File: src/rtl/mul_pkg.sv
// ============================================================================
// Module  : mul_pkg
// Purpose : Shared definitions for the shift-add multiplier datapath and its
//           downstream accumulation stage.
//           - default operand width
//           - product width derivation (used by both blocks so they agree)
//           - accumulation FSM state encoding
// Revision: 1.0  initial release
// ============================================================================
`default_nettype none

package mul_pkg;

    // Default multiplier operand width.
    localparam int c_default_width = 32;

    // The product carries one extra bit beyond 2*WIDTH.  This is the single
    // place that defines it, so the multiplier and accumulator always match.
    function automatic int prod_width(input int width);
        return 2 * width + 1;
    endfunction

    // Accumulation FSM states.
    typedef enum logic [1:0] {
        ST_IDLE  = 2'd0,
        ST_ACCUM = 2'd1,
        ST_DONE  = 2'd2
    } acc_state_t;

endpackage

`default_nettype wire

File: src/rtl/acc_sat_adder.sv
// ============================================================================
// Module  : acc_sat_adder
// Purpose : Combinational ACC_W-bit signed adder with overflow flag.
//           When MUL_ACC_SAT_EN is defined, an overflowing sum clamps to the
//           most positive or most negative value, following the operand sign.
//           Otherwise the sum wraps (two's complement).
// Ports   : a, b  - signed addends
//           sum   - result (wrapped or clamped)
//           ovf   - signed overflow of a + b
// Config  : MUL_ACC_SAT_EN - enable saturation
// Revision: 1.0  initial release
// ============================================================================
`default_nettype none

module acc_sat_adder #(
    parameter int ACC_W = 73
) (
    input  logic [ACC_W-1:0] a,
    input  logic [ACC_W-1:0] b,
    output logic [ACC_W-1:0] sum,
    output logic             ovf
);

    logic [ACC_W-1:0] w_raw;

    assign w_raw = a + b;

    // Overflow happens only when both addends share a sign and the result
    // does not.
    assign ovf = (a[ACC_W-1] == b[ACC_W-1]) && (w_raw[ACC_W-1] != a[ACC_W-1]);

`ifdef MUL_ACC_SAT_EN
    localparam logic [ACC_W-1:0] c_pos_max = {1'b0, {(ACC_W-1){1'b1}}};
    localparam logic [ACC_W-1:0] c_neg_min = {1'b1, {(ACC_W-1){1'b0}}};

    // On overflow both addends share a sign, so a's sign picks the rail.
    assign sum = ovf ? (a[ACC_W-1] ? c_neg_min : c_pos_max) : w_raw;
`else
    assign sum = w_raw;
`endif

endmodule

`default_nettype wire

File: src/rtl/mul_result_acc.sv
// ============================================================================
// Module  : mul_result_acc
// Purpose : Accumulates a programmed number of signed products from the
//           shift-add multiplier into a guard-bit-extended accumulator.
//           The final sum is presented with a valid/ready handshake.
// Ports   : clk, reset            - clock, synchronous active-high reset
//           start, num_terms      - begin a run (sampled in IDLE only)
//           product, prod_valid,
//           prod_ready            - product input handshake
//           acc_out, acc_valid,
//           acc_ready             - result output handshake
//           overflow              - sticky overflow for the current run
//           busy                  - FSM is not idle
//           term_count            - products accepted so far
// Config  : MUL_ACC_SAT_EN - saturating accumulation (see acc_sat_adder)
// Revision: 1.0  initial release
// ============================================================================
`default_nettype none

module mul_result_acc
    import mul_pkg::*;
#(
    parameter int WIDTH     = c_default_width,
    parameter int PROD_W    = prod_width(WIDTH),
    parameter int ACC_GUARD = 8,
    parameter int ACC_W     = PROD_W + ACC_GUARD,
    parameter int MAX_TERMS = 16,
    localparam int CNT_W    = $clog2(MAX_TERMS + 1)
) (
    input  logic              clk,
    input  logic              reset,
    input  logic              start,
    input  logic [CNT_W-1:0]  num_terms,
    input  logic [PROD_W-1:0] product,
    input  logic              prod_valid,
    output logic              prod_ready,
    output logic [ACC_W-1:0]  acc_out,
    output logic              acc_valid,
    input  logic              acc_ready,
    output logic              overflow,
    output logic              busy,
    output logic [CNT_W-1:0]  term_count
);

    localparam logic [CNT_W-1:0] c_max_terms = CNT_W'(MAX_TERMS);

    acc_state_t       r_state;
    acc_state_t       w_state_nxt;
    logic [ACC_W-1:0] r_acc;
    logic [CNT_W-1:0] r_count;
    logic [CNT_W-1:0] r_target;
    logic             r_overflow;

    logic [ACC_W-1:0] w_prod_ext;
    logic [ACC_W-1:0] w_sum;
    logic             w_add_ovf;
    logic [CNT_W-1:0] w_count_inc;
    logic [CNT_W-1:0] w_target;
    logic             w_xfer;

    // Sign-extend the product into the guard bits.
    assign w_prod_ext  = {{(ACC_W-PROD_W){product[PROD_W-1]}}, product};
    assign w_count_inc = r_count + 1'b1;
    assign w_target    = (num_terms > c_max_terms) ? c_max_terms : num_terms;
    assign w_xfer      = (r_state == ST_ACCUM) && prod_valid;

    acc_sat_adder #(
        .ACC_W (ACC_W)
    ) u_adder (
        .a   (r_acc),
        .b   (w_prod_ext),
        .sum (w_sum),
        .ovf (w_add_ovf)
    );

    // ------------------------------------------------------------------
    // Next-state logic
    // ------------------------------------------------------------------
    always_comb begin
        w_state_nxt = r_state;
        case (r_state)
            ST_IDLE: begin
                if (start) begin
                    w_state_nxt = (num_terms == '0) ? ST_DONE : ST_ACCUM;
                end
            end
            ST_ACCUM: begin
                if (w_xfer && (w_count_inc == r_target)) begin
                    w_state_nxt = ST_DONE;
                end
            end
            ST_DONE: begin
                if (acc_ready) begin
                    w_state_nxt = ST_IDLE;
                end
            end
            default: w_state_nxt = ST_IDLE;
        endcase
    end

    // ------------------------------------------------------------------
    // State and datapath registers
    // ------------------------------------------------------------------
    always_ff @(posedge clk) begin
        if (reset) begin
            r_state    <= ST_IDLE;
            r_acc      <= '0;
            r_count    <= '0;
            r_target   <= '0;
            r_overflow <= 1'b0;
        end else begin
            r_state <= w_state_nxt;
            case (r_state)
                ST_IDLE: begin
                    // Every accepted start, including a zero-term one,
                    // begins a fresh result.
                    if (start) begin
                        r_acc      <= '0;
                        r_count    <= '0;
                        r_overflow <= 1'b0;
                        r_target   <= w_target;
                    end
                end
                ST_ACCUM: begin
                    if (prod_valid) begin
                        r_acc   <= w_sum;
                        r_count <= w_count_inc;
                        if (w_add_ovf) begin
                            r_overflow <= 1'b1;
                        end
                    end
                end
                default: begin
                    // DONE holds the result until it is taken.
                end
            endcase
        end
    end

    // ------------------------------------------------------------------
    // Outputs: registers or decoded from state only
    // ------------------------------------------------------------------
    assign prod_ready = (r_state == ST_ACCUM);
    assign acc_valid  = (r_state == ST_DONE);
    assign busy       = (r_state != ST_IDLE);
    assign acc_out    = r_acc;
    assign overflow   = r_overflow;
    assign term_count = r_count;

endmodule

`default_nettype wire

File: config.mk
export PLATFORM = sky130hd
export DESIGN_NAME = mul_result_acc
export DESIGN_NICKNAME = d
export VERILOG_FILES = /design/src/rtl/mul_pkg.sv /design/src/rtl/acc_sat_adder.sv /design/src/rtl/mul_result_acc.sv
export SDC_FILE = /design/constraint.sdc
export NUM_CORES = 1
export LEC_CHECK = 0
export CELL_PAD_IN_SITES_DETAIL_PLACEMENT = 1
export CELL_PAD_IN_SITES_GLOBAL_PLACEMENT = 1
export CORE_MARGIN = 2
export CORE_UTILIZATION = 38
export DETAILED_ROUTE_END_ITERATION = 8
export PLACE_DENSITY = 0.82
export SYNTH_ARGS = -nofsm -noshare
export SYNTH_HDL_FRONTEND = slang
export SYNTH_SLANG_ARGS = --single-unit
File: constraint.sdc
create_clock -name clk -period 3.7 [get_ports clk]
set_input_delay 0.37 -clock clk [delete_from_list [all_inputs] [get_ports clk]]
set_output_delay 0.37 -clock clk [all_outputs]
set_load 0.05 [all_outputs]
==> results of run 1 <==
==> final cells by class <==
type	count	area [sq um]	area share, %
multi-input cells	828	5460	55.19
repair buffers	214	1992	20.13
flip-flops and latches	86	1722	17.40
well taps	265	331.6	3.351
clock buffers	10	239.0	2.416
inverters	24	90.09	0.9106
clock inverters	5	58.81	0.5944
==> cell families (layout without fill, tap and decap cells) <==
kind of cell | Yosys count | after routing
DFF | 86 | 86
buffers and inverters | 77 | 253
adders and majority gates | 74 | 74
AOI/OAI and AO/OA | 350 | 350
xor gates and xnor gates | 70 | 70
and+or+nand+nor | 334 | 334
==> synthesized netlist by cell type, drive strengths merged, types with 4 or more instances <==
cell type	count
nand2	117
nor2	93
a21oi	88
dfxtp	86
ha	73
o21ai	72
clkbuf	51
a21o	48
xnor2	46
a22oi	32
inv	24
nand3	24
xor2	24
nand4	18
o21bai	17
nor3	16
and3	15
a31oi	12
o21a	9
o31ai	9
a211oi	8
and2	8
nor4	8
o211ai	7
or3	7
a21boi	6
a221oi	5
a22o	5
nand2b	5
nand3b	5
nor2b	5
a41oi	4
==> worst register-to-register path, cell delays in order, from the launching register on <==
cell	delay (ns)
dfxtp_1	0.36
ha_1	0.18
inv_1	0.05
fa_1	0.37
and2b_1	0.24
o2111ai_2	0.17
a211oi_4	0.36
nor4b_2	0.11
o21ba_4	0.23
o31ai_4	0.27
o31ai_2	0.17
o41a_1	0.37
or4_1	0.43
nand3_1	0.10
==> stage by stage <==
step	total power, W	instance area [sq um]	setup TNS [ns]	utilization, %	worst slack [ns]
2_1_floorplan	0.001746	7452	0	-	0.1019
3_3_place_gp	0.002127	9575	-0.3340	49.52	-0.1380
3_5_place_dp	0.002151	9575	-1.349	49.52	-0.2484
4_1_cts	0.003112	9873	0	51.06	0.06954
5_1_grt	0.003261	9893	0	51.17	0.006874
6_report	0.003098	9893	0	51.17	0.1216
==> registers in the layout, indices dropped and copies added, names as in the netlist <==
| signal | flops |
|---|---|
| term_count | 5 |
| r_target | 5 |
| overflow | 1 |
| r_state | 2 |
| acc_out | 73 |
==> power breakdown <==
part | switching [W] | total, W | leakage [nW] | internal (W)
logic | 0.000680 | 0.00113 | 3.43 | 0.000445
clock network | 0.000418 | 0.000958 | 0.141 | 0.000540
registers | 0.0000433 | 0.00101 | 0.697 | 0.000971
total | 0.00114 | 0.00310 | 4.27 | 0.00196
==> worst min path at each step <==
stage,endpoint,slack [ns],cells past startpoint
after floorplan,r_target[1],0.44,2
after global placement,acc_out[65],0.45,2
after detailed placement,acc_out[65],0.46,2
after CTS,term_count[3],0.32,2
after global routing,term_count[3],0.33,2
final,term_count[3],0.33,2
==> repair_timing <==
action | CTS | global route
setup buffers | 0 | 1
endpoints found under the setup margin | 0 | 4
hold buffers | 0 | 0
resized for setup | 0 | 2
==> layer usage <==
metal  share of wire, %  wire (microns)  vias up  GRT usage (%)
met5                  0               0        -              0
met4                2.0             533        0          7.018
met3                3.9            1036       35          3.841
met2                 49           12760      164          44.76
met1                 46           11970     3929          32.62
li1                   -               -     3976              -
==> layout by cell type (no fill, tap or decap), types with 8 or more instances in the layout <==
master / instances
a22oi_1: 32
xnor2_1: 46
clkbuf_16: 9
buf_4: 58
nor2_1: 91
nand4_1: 18
o21bai_1: 16
inv_1: 24
nor3_1: 16
clkdlybuf4s50_1: 155
o21ai_0: 51
and2_1: 8
a21oi_1: 88
nand3_1: 24
nand2_1: 116
a31oi_1: 12
a21o_1: 48
o21a_1: 9
dfxtp_1: 86
ha_1: 73
and3_1: 15
xor2_1: 24
o21ai_1: 21
==> flow_summary.json, run 1 <==
{
  "status": "finished clean",
  "synth_xor_area_share_pct": 8.227,
  "crit_type": "input pin to flop",
  "route.detailed.drc": 0,
  "viasPerCell": 5.659,
  "fin_cells": 1432,
  "cap_violations": 0,
  "dr.first_iter.drc_count": 312,
  "timing.final.crit_share_pct": 96.71,
  "fp.dieH_microns": 144.0,
  "cp.required_ns": 3.99,
  "ant_nets": 0,
  "setup_viol": 0,
  "critPathMaxStageDelay_ns": 0.46,
  "synth_compound_area_share_pct": 31.38,
  "area_delta_synth_final_pct": 32.76,
  "seq_area_frac_synth_pct": 23.10,
  "portBuffers": 156,
  "cts_tree": "yes",
  "coreArea_sq_um": 19330,
  "cp.arrival_ns": 3.87,
  "synth_top_area_cell": "dfxtp_1",
  "htreeDepth": 3,
  "design.die.area_sq_um": 20750,
  "maxSlewViolCount": 0,
  "crit_path_end": "acc_out[70]",
  "synth_seq_cells": 86,
  "peakVddDrop_uv": 214.2,
  "rows": 51,
  "skew_ns": 0.007789,
  "hpwl_microns": 20890,
  "crit_family": "compound AO/OA/AOI/OAI gates",
  "routabilityCongestion": 0.8950,
  "grt_pass1_wl_microns": 42350,
  "die_w_microns": 144.0,
  "initial_core_util_pct": 38.54,
  "vias": 8104,
  "cts.path.max_buffers": 2,
  "hold_class": "input pin to flop",
  "numCtsBuffers": 9,
  "worst_slew_pin_slew_ns": 0.8823,
  "fmax_ghz": 0.2795,
  "layout_min_cycle_time_ns": 3.578,
  "r2r-start": "acc_out[0]",
  "crit_cells": 14,
  "hold_ws_ns": 0.3256,
  "track_usage_pct": 25.54,
  "synth-edff-count": 0,
  "worstReg2RegEnd": "acc_out[70]",
  "min_from": "reset",
  "rsz0062_at_grt": "no",
  "grt_pass1_vias": 8282,
  "cpMaxStageDelayCell": "clkdlybuf4s50_1",
  "dpl.cell_count": 1416,
  "crit_fanout": 3,
  "post_synth_instance_area_sq_um": 7452,
  "startpoint": "product[0]",
  "insertion_delay_ns": 0.35,
  "crit_path_end_kind": "flop",
  "nets": 1312,
  "crit_buf_inv": 2,
  "async_reset_ff_share_pct": 0,
  "drt_first_pass_iters": 5,
  "drive_above_1_share_pct": 7.969,
  "wirelength_microns": 26300,
  "yosys.area_share.simple_pct": 20.84,
  "synthTopCellsByArea": "dfxtp_1, ha_1, a21oi_1",
  "antenna_found_initial": 0,
  "synth_top_flop_cell": "dfxtp_1",
  "synth_fa_ha_area_share_pct": 12.53,
  "pin_count": 157,
  "avgRoutedWirePerCell_microns": 18.37,
  "synth_top_area_share_pct": 23.10,
  "synth_top_family_by_area": "compound AO/OA/AOI/OAI gates",
  "power_density_nw_per_um2": 313.2,
  "synthCells": 991,
  "antenna_cells": 0,
  "cts_sinks": 86,
  "path_clk_slew_ns": 0.07,
  "grt_overflow_total": 0,
  "p_leak_nw": 4.273,
  "cts_root_buffer": "clkbuf_16",
  "r2r_slack_ns": 0.21,
  "rr_worst_depth": 13,
  "synth_warnings": 0,
  "start_kind": "input pin",
  "synth_nets": 1140,
  "grt_max_degree": 49,
  "crit_chain": "clkdlybuf4s50_1 -> ha_1 -> inv_1 -> fa_1 -> and2b_1 -> o2111ai_2 -> a211oi_4 -> nor4b_2 -> o21ba_4 -> o31ai_4 -> o31ai_2 -> o41a_1 -> or4_1 -> nand3_1",
  "slew_headroom_pct": 41.04,
  "n_fill_cell": 2401,
  "synth.distinct_cells": 69,
  "syn_avg_cell_area_sq_um": 7.520,
  "hold_viol": 0,
  "synth.area.mux_share_pct": 0
}
(Power assumes the default switching activity.)
==> inputs of run 2 (changes only) <==
- SLEW_MARGIN: unset -> 40
==> flow_summary.json, run 2 (same netlist as run 1, synthesis figures left out) <==
{
  "coreArea_sq_um": 19330,
  "grt_overflow_total": 0,
  "layout_min_cycle_time_ns": 3.607,
  "fin_cells": 1433,
  "area_delta_synth_final_pct": 33.11,
  "grt_pass1_wl_microns": 42350,
  "fmax_ghz": 0.2772,
  "design_area_sq_um": 9920,
  "cap_violations": 0,
  "final_cell_mix": "clkdlybuf4s50_1, nand2_1, nor2_1",
  "insertion_delay_ns": 0.35,
  "crit_path_end_kind": "flop",
  "numCtsBuffers": 9,
  "p_leak_nw": 4.280,
  "path_clk_slew_ns": 0.07,
  "final_common_cell": "clkdlybuf4s50_1",
  "vias": 8139,
  "use_met1_pct": 32.62,
  "route.detailed.drc": 0,
  "dpl.cell_count": 1416,
  "design.die.area_sq_um": 20750,
  "antenna_cells": 0,
  "status": "finished clean",
  "dpl-instance-area_sq_um": 9575,
  "viasPerCell": 5.680,
  "groute.layer.met3.usage_pct": 3.841,
  "hold_class": "input pin to flop",
  "largest_reg_flops": 73,
  "cp.required_ns": 3.99,
  "slew_headroom_pct": 55.99,
  "cts_root_buffer": "clkbuf_16",
  "drt_first_pass_iters": 7,
  "peakVddDrop_uv": 214.1,
  "hpwl_microns": 20890,
  "fp.dieH_microns": 144.0,
  "cts_sinks": 86,
  "nets": 1313,
  "wirelength_microns": 26370,
  "crit_fanout": 3,
  "cp.arrival_ns": 3.90,
  "routabilityCongestion": 0.8950,
  "start_kind": "input pin",
  "portBuffers": 156,
  "timing.final.crit_share_pct": 97.49,
  "pin_count": 157,
  "hold_viol": 0,
  "cts_tree": "yes",
  "htreeDepth": 3,
  "drive_above_1_share_pct": 8.048,
  "worst_slew_pin_slew_ns": 0.6595,
  "maxSlewViolCount": 0,
  "track_usage_pct": 25.54,
  "antenna_found_initial": 0,
  "power_density_nw_per_um2": 313.3,
  "die_w_microns": 144.0,
  "setup_viol": 0,
  "initial_core_util_pct": 38.54,
  "grt_max_degree": 49,
  "rows": 51,
  "met2_usage_pct": 44.76,
  "avgRoutedWirePerCell_microns": 18.40,
  "cts.path.max_buffers": 2,
  "ant_nets": 0,
  "dr.first_iter.drc_count": 322,
  "final_util_pct": 51.30,
  "grt.busiest_layer": "met2",
  "skew_ns": 0.006480,
  "crit_type": "input pin to flop",
  "grt_pass1_vias": 8282
}
==> run 2: metrics by stage <==
stage	total power (W)	hold WS, ns	setup WS [ns]	TNS, ns
after floorplan	0.001746	0.4436	0.1019	0
after global placement	0.002127	0.4539	-0.1380	-0.3340
after detailed placement	0.002151	0.4610	-0.2484	-1.349
after CTS	0.003112	0.3238	0.06954	0
after global routing	0.003268	0.3344	-0.002576	-0.002576
final	0.003108	0.3273	0.09287	0
==> run 2: critical path, cell delays in order <==
cell and delay (ns):
clkdlybuf4s50_1 0.46, ha_1 0.16, inv_1 0.05, fa_1 0.38
and2b_1 0.29, o2111ai_4 0.15, a211oi_4 0.35, nor4b_2 0.11
o21ba_4 0.23, o31ai_4 0.27, o31ai_2 0.17, o41a_1 0.37
or4_1 0.43, nand3_1 0.10
==> run 2: metal layers <==
metal	part of all wire [%]	vias to the layer above	wire (microns)
li1	-	3978	-
met1	45	3939	11930
met2	48	184	12740
met3	4.4	38	1150
met4	2.1	0	554
met5	0	-	0
==> run 2: final timing paths <==
kind / start / to / slack (ns) / cells after the start
setup / recovery: product[0] / acc_out[70] / 0.09 / 14
hold / removal: reset / term_count[3] / 0.33 / 2
setup reg to reg: acc_out[0] / acc_out[70] / 0.18 / 13
hold reg to reg: r_target[2] / r_target[2] / 0.47 / 2
==> run 2: area by class of cell <==
cell class                      count  area [sq um]
Timing Repair Buffer              215          2007
Clock buffer                       10         239.0
Clock inverter                      5         58.81
Multi-Input combinational cell    828          5472
Inverter                           24         90.09
Sequential cell                    86          1722
Tap cell                          265         331.6
Fill cell                        2398          9415
==> run 2: power by group <==
part	switching [W]	total, W	leakage, nW	internal (W)
combinational	0.000683	0.00113	3.44	0.000451
sequential	0.0000432	0.00101	0.697	0.000971
clock	0.000419	0.000959	0.141	0.000540
==> run 2: timing repair <==
item	CTS	global route
gates resized for setup	0	3
hold buffers	0	0
setup buffers	0	1
setup endpoints to repair	0	6
